==> config.mk <==
export PLATFORM = sky130hd
export DESIGN_NAME = triangle_regs_flat
export DESIGN_NICKNAME = d
export VERILOG_FILES = /design/src/rtl/apu_pkg.sv /design/src/rtl/triangle_regs_if.sv /design/src/rtl/length_counter.sv /design/src/rtl/triangle_regs.sv /design/src/flat_wrapper.sv
export SDC_FILE = /design/constraint.sdc
export NUM_CORES = 1
export LEC_CHECK = 0
export ABC_AREA = 0
export CAP_MARGIN = 20
export CORE_MARGIN = 1
export CORE_UTILIZATION = 30
export CTS_CLUSTER_DIAMETER = 150
export DETAILED_ROUTE_END_ITERATION = 12
export HOLD_SLACK_MARGIN = 0.06
export PLACE_DENSITY = 0.52
export SYNTH_ARGS = -nofsm -noshare
export SYNTH_HDL_FRONTEND = slang
export SYNTH_HIERARCHICAL = 1
export SYNTH_SLANG_ARGS = --single-unit
export TNS_END_PERCENT = 50
==> constraint.sdc <==
create_clock -name clk -period 2.2 [get_ports clk]
set_clock_uncertainty 0.05 [all_clocks]
set_input_delay 0.22 -clock clk [delete_from_list [all_inputs] [get_ports clk]]
set_output_delay 0.22 -clock clk [all_outputs]
set_load 0.02 [all_outputs]
==> src/rtl/apu_pkg.sv <==
// Shared APU definitions: length lookup, register offsets, control bit index.
package apu_pkg;

  localparam logic [7:0] LEN_TABLE [32] = '{
    8'd10,  8'd254, 8'd20,  8'd2,   8'd40,  8'd4,   8'd80,  8'd6,
    8'd160, 8'd8,   8'd60,  8'd10,  8'd14,  8'd12,  8'd26,  8'd14,
    8'd12,  8'd16,  8'd24,  8'd18,  8'd48,  8'd20,  8'd96,  8'd22,
    8'd192, 8'd24,  8'd72,  8'd26,  8'd16,  8'd28,  8'd32,  8'd30
  };

  localparam logic [4:0] TRI_CTRL   = 5'd8;
  localparam logic [4:0] TRI_UNUSED = 5'd9;
  localparam logic [4:0] TRI_LO     = 5'd10;
  localparam logic [4:0] TRI_HI     = 5'd11;

  localparam int unsigned TRI_CTRL_BIT = 7;

  // Register select within a channel's four-byte window.
  typedef enum logic [1:0] {
    SEL_CTRL   = 2'd0,
    SEL_UNUSED = 2'd1,
    SEL_LO     = 2'd2,
    SEL_HI     = 2'd3
  } chan_reg_e;

endpackage

==> src/rtl/triangle_regs_if.sv <==
// CPU write bus into the triangle register block.
interface triangle_regs_if;
  logic       wr_en;
  logic [4:0] wr_addr;
  logic [7:0] wr_data;

  modport master (output wr_en, output wr_addr, output wr_data);
  modport slave  (input  wr_en, input  wr_addr, input  wr_data);
endinterface

==> src/rtl/length_counter.sv <==
// APU channel length counter: table load, half-frame decrement, disable clear.
module length_counter
  import apu_pkg::*;
(
  input  logic       clk,
  input  logic       rst,
  input  logic       enable,
  input  logic       load,
  input  logic [4:0] index,
  input  logic       halt,
  input  logic       hframe_tick,
  output logic [7:0] count,
  output logic       nz
);

  // Disable beats load, load beats decrement; decrement saturates at zero.
  always_ff @(posedge clk or posedge rst) begin
    if (rst) begin
      count <= '0;
    end else if (!enable) begin
      count <= '0;
    end else if (load) begin
      count <= LEN_TABLE[index];
    end else if (hframe_tick && (count != '0) && !halt) begin
      count <= count - 8'd1;
    end
  end

  assign nz = (count != '0);

endmodule

==> src/rtl/triangle_regs.sv <==
// Triangle channel register capture, linear counter and output gate.
module triangle_regs
  import apu_pkg::*;
#(
  parameter logic [4:0] BASE_OFF = 5'h08
) (
  input  logic                  clk,
  input  logic                  rst,
  triangle_regs_if.slave        bus,
  input  logic                  ch_enable,
  input  logic                  qframe_tick,
  input  logic                  hframe_tick,
  output logic [7:0]            r4008,
  output logic [7:0]            r4009,
  output logic [7:0]            r400a,
  output logic [7:0]            r400b,
  output logic [6:0]            linear_cnt,
  output logic [7:0]            length_cnt,
  output logic                  length_nz,
  output logic                  active
);

  logic [4:0] rel_off;
  logic       hit;
  chan_reg_e  sel;
  logic       wr_hi;
  logic       reload_flag;

  // Offsets below BASE_OFF wrap to large values, so one range test suffices.
  assign rel_off = bus.wr_addr - BASE_OFF;
  assign hit     = bus.wr_en && (rel_off[4:2] == 3'd0);
  assign sel     = chan_reg_e'(rel_off[1:0]);
  assign wr_hi   = hit && (sel == SEL_HI);

  // Capture CPU writes into the four channel registers.
  always_ff @(posedge clk or posedge rst) begin
    if (rst) begin
      r4008 <= '0;
      r4009 <= '0;
      r400a <= '0;
      r400b <= '0;
    end else if (hit) begin
      case (sel)
        SEL_CTRL:   r4008 <= bus.wr_data;
        SEL_UNUSED: r4009 <= bus.wr_data;
        SEL_LO:     r400a <= bus.wr_data;
        SEL_HI:     r400b <= bus.wr_data;
        default:    ;
      endcase
    end
  end

  // Linear counter and reload flag; ticks see pre-write r4008, a $400B write sets the flag last.
  always_ff @(posedge clk or posedge rst) begin
    if (rst) begin
      linear_cnt  <= '0;
      reload_flag <= 1'b0;
    end else begin
      if (qframe_tick) begin
        if (reload_flag) begin
          linear_cnt <= r4008[6:0];
        end else if (linear_cnt != '0) begin
          linear_cnt <= linear_cnt - 7'd1;
        end
        if (!r4008[TRI_CTRL_BIT]) begin
          reload_flag <= 1'b0;
        end
      end
      if (wr_hi) begin
        reload_flag <= 1'b1;
      end
    end
  end

  length_counter u_length (
    .clk         (clk),
    .rst         (rst),
    .enable      (ch_enable),
    .load        (wr_hi),
    .index       (bus.wr_data[7:3]),
    .halt        (r4008[TRI_CTRL_BIT]),
    .hframe_tick (hframe_tick),
    .count       (length_cnt),
    .nz          (length_nz)
  );

  // Generator gate: both counters must be running.
  assign active = (linear_cnt != '0) && length_nz;

endmodule

==> src/flat_wrapper.sv <==
// flat-port wrapper written by rule: the top's interface ports become plain ports
module triangle_regs_flat import apu_pkg::*;
#(
  parameter logic [4:0] BASE_OFF = 5'h08
)
  (clk, rst, ch_enable, qframe_tick, hframe_tick, r4008, r4009, r400a, r400b, linear_cnt, length_cnt, length_nz, active, bus_wr_en, bus_wr_addr, bus_wr_data);
  triangle_regs_if bus_i ();
  input  logic clk;
  input  logic rst;
  input  logic ch_enable;
  input  logic qframe_tick;
  input  logic hframe_tick;
  output logic [7:0] r4008;
  output logic [7:0] r4009;
  output logic [7:0] r400a;
  output logic [7:0] r400b;
  output logic [6:0] linear_cnt;
  output logic [7:0] length_cnt;
  output logic length_nz;
  output logic active;
  input wire logic [$bits(bus_i.wr_en)-1:0] bus_wr_en;
  input wire logic [$bits(bus_i.wr_addr)-1:0] bus_wr_addr;
  input wire logic [$bits(bus_i.wr_data)-1:0] bus_wr_data;
  assign bus_i.wr_en = bus_wr_en;
  assign bus_i.wr_addr = bus_wr_addr;
  assign bus_i.wr_data = bus_wr_data;
  triangle_regs #(.BASE_OFF(BASE_OFF)) u_core (.clk(clk), .rst(rst), .bus(bus_i), .ch_enable(ch_enable), .qframe_tick(qframe_tick), .hframe_tick(hframe_tick), .r4008(r4008), .r4009(r4009), .r400a(r400a), .r400b(r400b), .linear_cnt(linear_cnt), .length_cnt(length_cnt), .length_nz(length_nz), .active(active));
endmodule
==> out/qor.txt, run 1 <==
outcome -> complete, no violations
Stages on worst setup path -> 6
PwrDens -> 1150 mW/mm^2
Hold Path Class -> in2async
simple-gate area share of the yosys netlist -> 14.0%
Synth Area in Adders -> 4.38%
Die Ht -> 94.6 um
drc violations -> 0
first-pass GRT wire length -> 10,500 um
WP data required -> 1.93 ns
Mapped Avg Cell Area -> 11.0 um^2
Worst Slack Setup Final -> 0.187 ns
Max Cap Violations -> 0
CP max FO -> 4
final instance area -> 0.00360 mm^2
R2R depth -> 6
Worst VDD drop -> 372 uV
Num CTS Buffers -> 5
multiplexer area fraction after synthesis -> 15.7%
Synth area leaders -> dfrtp_1 47%, mux2_2 14%, ha_1 4.4%, o21ai_0 2.9%, inv_1 2.0%
initial antenna violation count -> 0
CP peak stage delay -> 0.43 ns
Starting Density -> 31.2%
post-synth net total -> 261
Area growth syn-to-layout -> 39.7%
relative slew slack -> 64.8%
First-pass DRT Iterations -> 4
worst skew pair latency -> 0.30 ns
DIE AREA -> 0.00895 mm^2
FMAX -> 497 MHz
CTS tree -> built
Total Power -> 0.00414 W
period utilisation layout -> 91.5%
vias in the first global route -> 2,030
compound-gate portion of the synthesized area -> 14.3%
largest family of logic cells by synthesized area -> multiplexers
Filler cells -> 821
worst-margin pin slew -> 0.526 ns
Post-DP HPWL -> 4690 um
register area share after synthesis -> 46.7%
CTS HTree Levels -> 2
crit path cell chain -> inv_1 > ha_1 > nor3b_2 > nand2_1 > and2_1 > dlygate4sd2_1
unique cell type count in the Yosys netlist -> 51
ANT nets after route -> 0
clock sink count -> 48
final net count -> 342
critical path type -> reg2out
WP data arrival -> 1.74 ns
Slew Limit Fails -> 0
RSZ-0062 raised after global routing -> false
Placed Area -> 0.00347 mm^2
via/cell ratio -> 5.00
fraction of layout cells with a size suffix above 1 -> 21.6%
DR vias -> 2,098
# IOs -> 68
Post-Synthesis Cells -> 233
area of the mapped netlist -> 0.00257 mm^2
pin count of the biggest net entering global routing -> 41
Worst Setup End Kind -> output port
DR WL/cell -> 15.3 um
number of synthesized flops with an enable pin -> 0
Core Area -> 0.00826 mm^2
Die X -> 94.6 um
Non-Filler Instances -> 420
Hold Violations, Final -> 0
GP Congestion -> 0.796
dpl cells -> 412
CTS clock-pin slew for the worst setup and hold paths -> 0.08 ns
clock root cell -> clkbuf_8
total track usage -> 15.1%
final WL -> 6420 um
GRT overflow -> 0
DR iter-0 viols -> 78
I/O Buffers -> 67
Synth Register Bits -> 48
CP Launch Type -> flop
ys flop type -> dfrtp_1
post-layout minimum cycle time -> 2.01 ns
area share of the largest cell type after synthesis -> 46.7%
Post-synth ARST share -> 100%
post-synth top area cell -> dfrtp_1
setup violators final -> 0
XOR/XNOR share of the synthesized area -> 1.70%
clk buf depth -> 2
Ant. Diodes -> 0
DP Worst Slack -> 0.172 ns
Crit path max-delay family -> simple AND/OR/NAND/NOR gates
Final TNS setup -> 0 ns
P_leak -> 1.55 nW
Synth Warn # -> 6
crit path buf inv count -> 2
critical path's slowest cell -> dfrtp_1
# rows -> 33
-- layout by cell type (no fill, tap or decap), drive strengths merged, types with 2 or more instances in the layout --
master          n
ha              9
o311ai          2
clkdlybuf4s50  65
o22ai           2
or3b            2
xnor2           4
nor4            3
o31ai           2
inv            15
dfrtp          48
o211ai          4
nand3b          3
a31oi           3
buf            16
o32ai           3
clkbuf          5
a22oi           3
nand3           5
nor3            2
and3            2
o21ai          15
nor2            9
nor3b           2
or4             2
mux2i           2
mux2           32
nand2b          5
nand4           4
a21oi           9
o221a           2
and2            2
nor2b           4
nand2          11
-- sequential cells by signal (all words and copies together), names as in the netlist --
name,flops
u_core/r4009,8
u_core/r4008,8
u_core/linear_cnt,7
u_core/reload_flag,1
u_core/r400a,8
u_core/u_length/count,8
u_core/r400b,8
-- cells in the mapped netlist, types with 2 or more instances --
library cell  number
a21oi_1            9
nand3b_1           3
nor2b_1            4
dfrtp_1           48
inv_1             14
nand2b_1           5
o22ai_1            2
xnor2_1            4
and3_1             2
mux2i_1            2
a22oi_1            3
nand3_1            4
mux2_2            32
o31ai_1            2
ha_1               9
o32ai_1            3
nand2_1           11
o211ai_2           2
o311ai_0           2
nor4_1             3
nor3_1             2
a31oi_1            3
and2_1             2
o21ai_0           15
nand4_1            4
nor2_1             9
or3b_2             2
o211ai_1           2
clkbuf_1           8
-- cell families (layout without fill, tap and decap cells) --
group,after synthesis,in the layout
simple gates,60,60
compound gates,53,53
flops,48,48
mux,35,35
buf+inv,23,105
fa+ha+maj,9,9
xor+xnor,5,5
-- where the power goes --
group / switching (W) / total (W) / internal, W
clock: 0.000316 / 0.000659 / 0.000343
sequential: 0.000226 / 0.00135 / 0.00112
combinational: 0.00106 / 0.00213 / 0.00107
total: 0.00160 / 0.00414 / 0.00254
-- area by class of cell --
cell class,count,area (um^2),area share [%]
clock inverter,3,46.3,1.29
tap,105,131,3.65
clock buffer,5,68.8,1.91
timing repair buffer,83,805,22.4
inverter,14,52.6,1.46
sequential,48,1200,33.4
multi-input combinational,162,1290,35.9
-- per-layer routing --
metal / global-route usage (%) / part of all wire [%] / wire (um)
met1: 22.2 / 50 / 3190
met2: 21.5 / 43 / 2760
met3: 4.35 / 6.8 / 438
met4: 3.79 / 0.44 / 28
met5: 0 / 0 / 0
-- final timing paths --
| kind | slack [ns] | from | endpoint |
|---|---|---|---|
| min in group clk | 0.46 | u_core/r400a[0] | u_core/r400a[0] |
| worst min register to register | 0.46 | u_core/r400a[0] | u_core/r400a[0] |
| worst max-delay path | 0.19 | u_core/u_length/count[0] | active |
| worst min-delay path | 0.15 | rst | u_core/u_length/count[0] |
| worst max register to register | 0.21 | u_core/u_length/count[0] | u_core/u_length/count[7] |
| max in group asynchronous | 1.42 | rst | u_core/r400a[5] |
-- timing repair --
action                                  CTS  global route
pin swaps                                 0             0
gates cloned                              0             0
endpoints found under the setup margin    2             1
gates resized for setup                   2             1
hold buffers                              0             0
setup buffers                             0             0
-- through the flow --
stage | hold WS [ns] | utilization (%)
after floorplan | -0.0143 | -
after global placement | 0.438 | 42.1
after detailed placement | 0.442 | 42.1
after CTS | 0.154 | 43.5
after global routing | 0.189 | 43.5
final | 0.150 | 43.5
Note: power is estimated with default switching activity, not from simulation.
==> run 2, diff against run 1 <==
--- a/config.mk
+++ b/config.mk
@@ -11,6 +11,7 @@
 export CORE_UTILIZATION = 30
 export CTS_CLUSTER_DIAMETER = 150
 export DETAILED_ROUTE_END_ITERATION = 12
+export GPL_ROUTABILITY_DRIVEN = 0
 export HOLD_SLACK_MARGIN = 0.06
 export PLACE_DENSITY = 0.52
 export SYNTH_ARGS = -nofsm -noshare
==> results of run 2 <==
The final DEF is identical to that of run 1; final timing and power are the same.
==> run 3, diff against run 2 <==
--- a/config.mk
+++ b/config.mk
@@ -5,7 +5,6 @@
 export SDC_FILE = /design/constraint.sdc
 export NUM_CORES = 1
 export LEC_CHECK = 0
-export ABC_AREA = 0
 export CAP_MARGIN = 20
 export CORE_MARGIN = 1
 export CORE_UTILIZATION = 30
@@ -13,7 +12,6 @@
 export DETAILED_ROUTE_END_ITERATION = 12
 export GPL_ROUTABILITY_DRIVEN = 0
 export HOLD_SLACK_MARGIN = 0.06
-export PLACE_DENSITY = 0.52
 export SYNTH_ARGS = -nofsm -noshare
 export SYNTH_HDL_FRONTEND = slang
 export SYNTH_HIERARCHICAL = 1
==> out/qor.txt, run 3 (synthesis results as in run 1) <==
clock network power share -> 12.8% (-3.1 points)
initial antenna violation count -> 0 (unchanged)
clock sink count -> 48 (unchanged)
worst-margin pin slew -> 0.583 ns (+0.0563 ns)
GRT overflow -> 0 (unchanged)
R2R depth -> 6 (unchanged)
Worst Slack Setup Final -> 0.193 ns (+0.00649 ns)
DR WL/cell -> 14.6 um (-4.5%)
sw frac -> 39.4% (+0.73 points)
Num CTS Buffers -> 5 (unchanged)
DR iter-0 viols -> 100 (+28%)
worst skew pair latency -> 0.29 ns (about the same)
post-layout minimum cycle time -> 2.01 ns (-0.00649 ns)
critical path type -> reg2out
crit path cell chain -> nor2_1 > nand4_1 > and2_1 > dlygate4sd2_1
reg2reg end -> u_core/u_length/count[7]
Hold Path Class -> in2async
# IOs -> 68 (unchanged)
critical path's slowest cell -> dfrtp_1
worst hold slack -> 0.152 ns (+0.00157 ns)
Non-Filler Instances -> 418 (-0.48%)
Worst Setup End Kind -> output port
relative slew slack -> 61.0% (-3.8 points)
Switching Power -> 0.00157 W (-1.9%)
WP data required -> 1.93 ns (about the same)
Slew Limit Fails -> 0 (unchanged)
CP max FO -> 6 (+2)
Stages on worst setup path -> 4 (-2)
fraction of layout cells with a size suffix above 1 -> 21.1% (-0.50 points)
Die Ht -> 94.6 um (unchanged)
FMAX -> 498 MHz (+0.32%)
# rows -> 33 (unchanged)
drc violations -> 0 (unchanged)
clk buf depth -> 2 (unchanged)
Starting Density -> 31.2% (unchanged)
Die X -> 94.6 um (unchanged)
CTS tree -> built
vias in the first global route -> 1,950 (-3.9%)
Multi-input gate area -> 0.00129 mm^2 (unchanged)
via/cell ratio -> 4.94 (-1.1%)
Worst VDD drop -> 408 uV (+9.5%)
worst reg2reg setup slack -> 0.22 ns (about the same)
Area growth syn-to-layout -> 37.6%
DIE AREA -> 0.00895 mm^2 (unchanged)
clock root cell -> clkbuf_8
sequential power share -> 33.8% (+1.3 points)
DR vias -> 2,064 (-1.6%)
Crit path max-delay family -> simple AND/OR/NAND/NOR gates
PwrDens -> 1120 mW/mm^2 (-2.2%)
period utilisation layout -> 91.2% (-0.30 points)
Register Area -> 0.00120 mm^2 (unchanged)
I/O Buffers -> 67 (unchanged)
final net count -> 340 (-0.58%)
reg2reg start -> u_core/u_length/count[1]
Final TNS setup -> 0 ns (unchanged)
Max Cap Violations -> 0 (unchanged)
Ant. Diodes -> 0 (unchanged)
CP Launch Type -> flop
CTS HTree Levels -> 2 (unchanged)
CTS clock-pin slew for the worst setup and hold paths -> 0.09 ns (about the same)
P_leak -> 1.53 nW (-1.3%)
ANT nets after route -> 0 (unchanged)
dpl cells -> 410 (-0.49%)
Total Power -> 0.00398 W (-3.7%)
crit path buf inv count -> 1 (-1)
CP peak stage delay -> 0.45 ns (+0.02 ns)
Post-DP HPWL -> 4530 um (-3.4%)
setup violators final -> 0 (unchanged)
First-pass DRT Iterations -> 4 (unchanged)
Filler cells -> 801 (-2.4%)
RSZ-0062 raised after global routing -> false
internal power -> 0.00241 W (-4.8%)
outcome -> complete, no violations
pin count of the biggest net entering global routing -> 41 (unchanged)
most frequent cells in the layout -> 65 x clkdlybuf4s50_1, 48 x dfrtp_1, 32 x mux2_2
most common cell after layout, fill and taps aside -> clkdlybuf4s50_1
first-pass GRT wire length -> 9870 um (-5.8%)
Core Area -> 0.00826 mm^2 (unchanged)
WP data arrival -> 1.74 ns (about the same)
combinational share of power -> 53.4% (+1.9 points)
total track usage -> 14.1% (-1.0 points)
final WL -> 6100 um (-4.9%)
Hold Violations, Final -> 0 (unchanged)
CP Capture Point -> active
DP Worst Slack -> 0.0755 ns (-0.0969 ns)
start point of the critical path -> u_core/linear_cnt[3]
==> run 3: worst min path at each step <==
stage	start	end
after floorplan	rst	u_core/u_length/count[0]
after global routing	rst	u_core/u_length/count[3]
after CTS	rst	u_core/u_length/count[0]
after global placement	u_core/r400b[1]	u_core/r400b[1]
after detailed placement	u_core/r400b[4]	u_core/r400b[4]
final	rst	u_core/u_length/count[0]
==> run 3: power by group through the flow <==
stage,Clock [W],Sequential [W],Combinational (W)
after floorplan,0,0.00162,0.000933
after global placement,0,0.00136,0.00214
after detailed placement,0,0.00136,0.00214
after CTS,0.000528,0.00135,0.00214
after global routing,0.000565,0.00139,0.00232
final,0.000509,0.00135,0.00213
==> run 3: cell type report <==
type | instances | area share, %
clock inverters | 3 | 0.530
inverters | 14 | 1.48
repair buffers | 81 | 21.9
multi-input cells | 162 | 36.5
well taps | 105 | 3.71
flip-flops and latches | 48 | 33.9
clock buffers | 5 | 1.94
==> run 3: routing by layer <==
layer	wire (um)	part of all wire, %	global-route usage, %
met4	18	0.29	2.40
met5	0	0	0
met1	2950	48	20.3
met3	408	6.7	3.95
met2	2730	45	21.2
==> run 3: repair_timing <==
item | 4_1_cts | 5_1_grt
buffers inserted | 0 | 0
gates resized for setup | 2 | 1
hold buffers | 0 | 0
endpoints found under the setup margin | 1 | 1
==> run 3: per-stage QoR <==
step | util (%) | cell area (um^2)
6_report | 42.9 | 3540
5_1_grt | 42.9 | 3540
4_1_cts | 42.8 | 3540
3_5_place_dp | 41.7 | 3450
3_3_place_gp | 41.7 | 3450
2_1_floorplan | - | 2570
==> run 3: worst reg2reg max path: stages (launching register included) <==
cell	delay, ns
dfrtp_1	0.43
inv_1	0.07
ha_1	0.19
or3b_2	0.52
o2111ai_1	0.26
xor2_1	0.21
o32ai_1	0.12
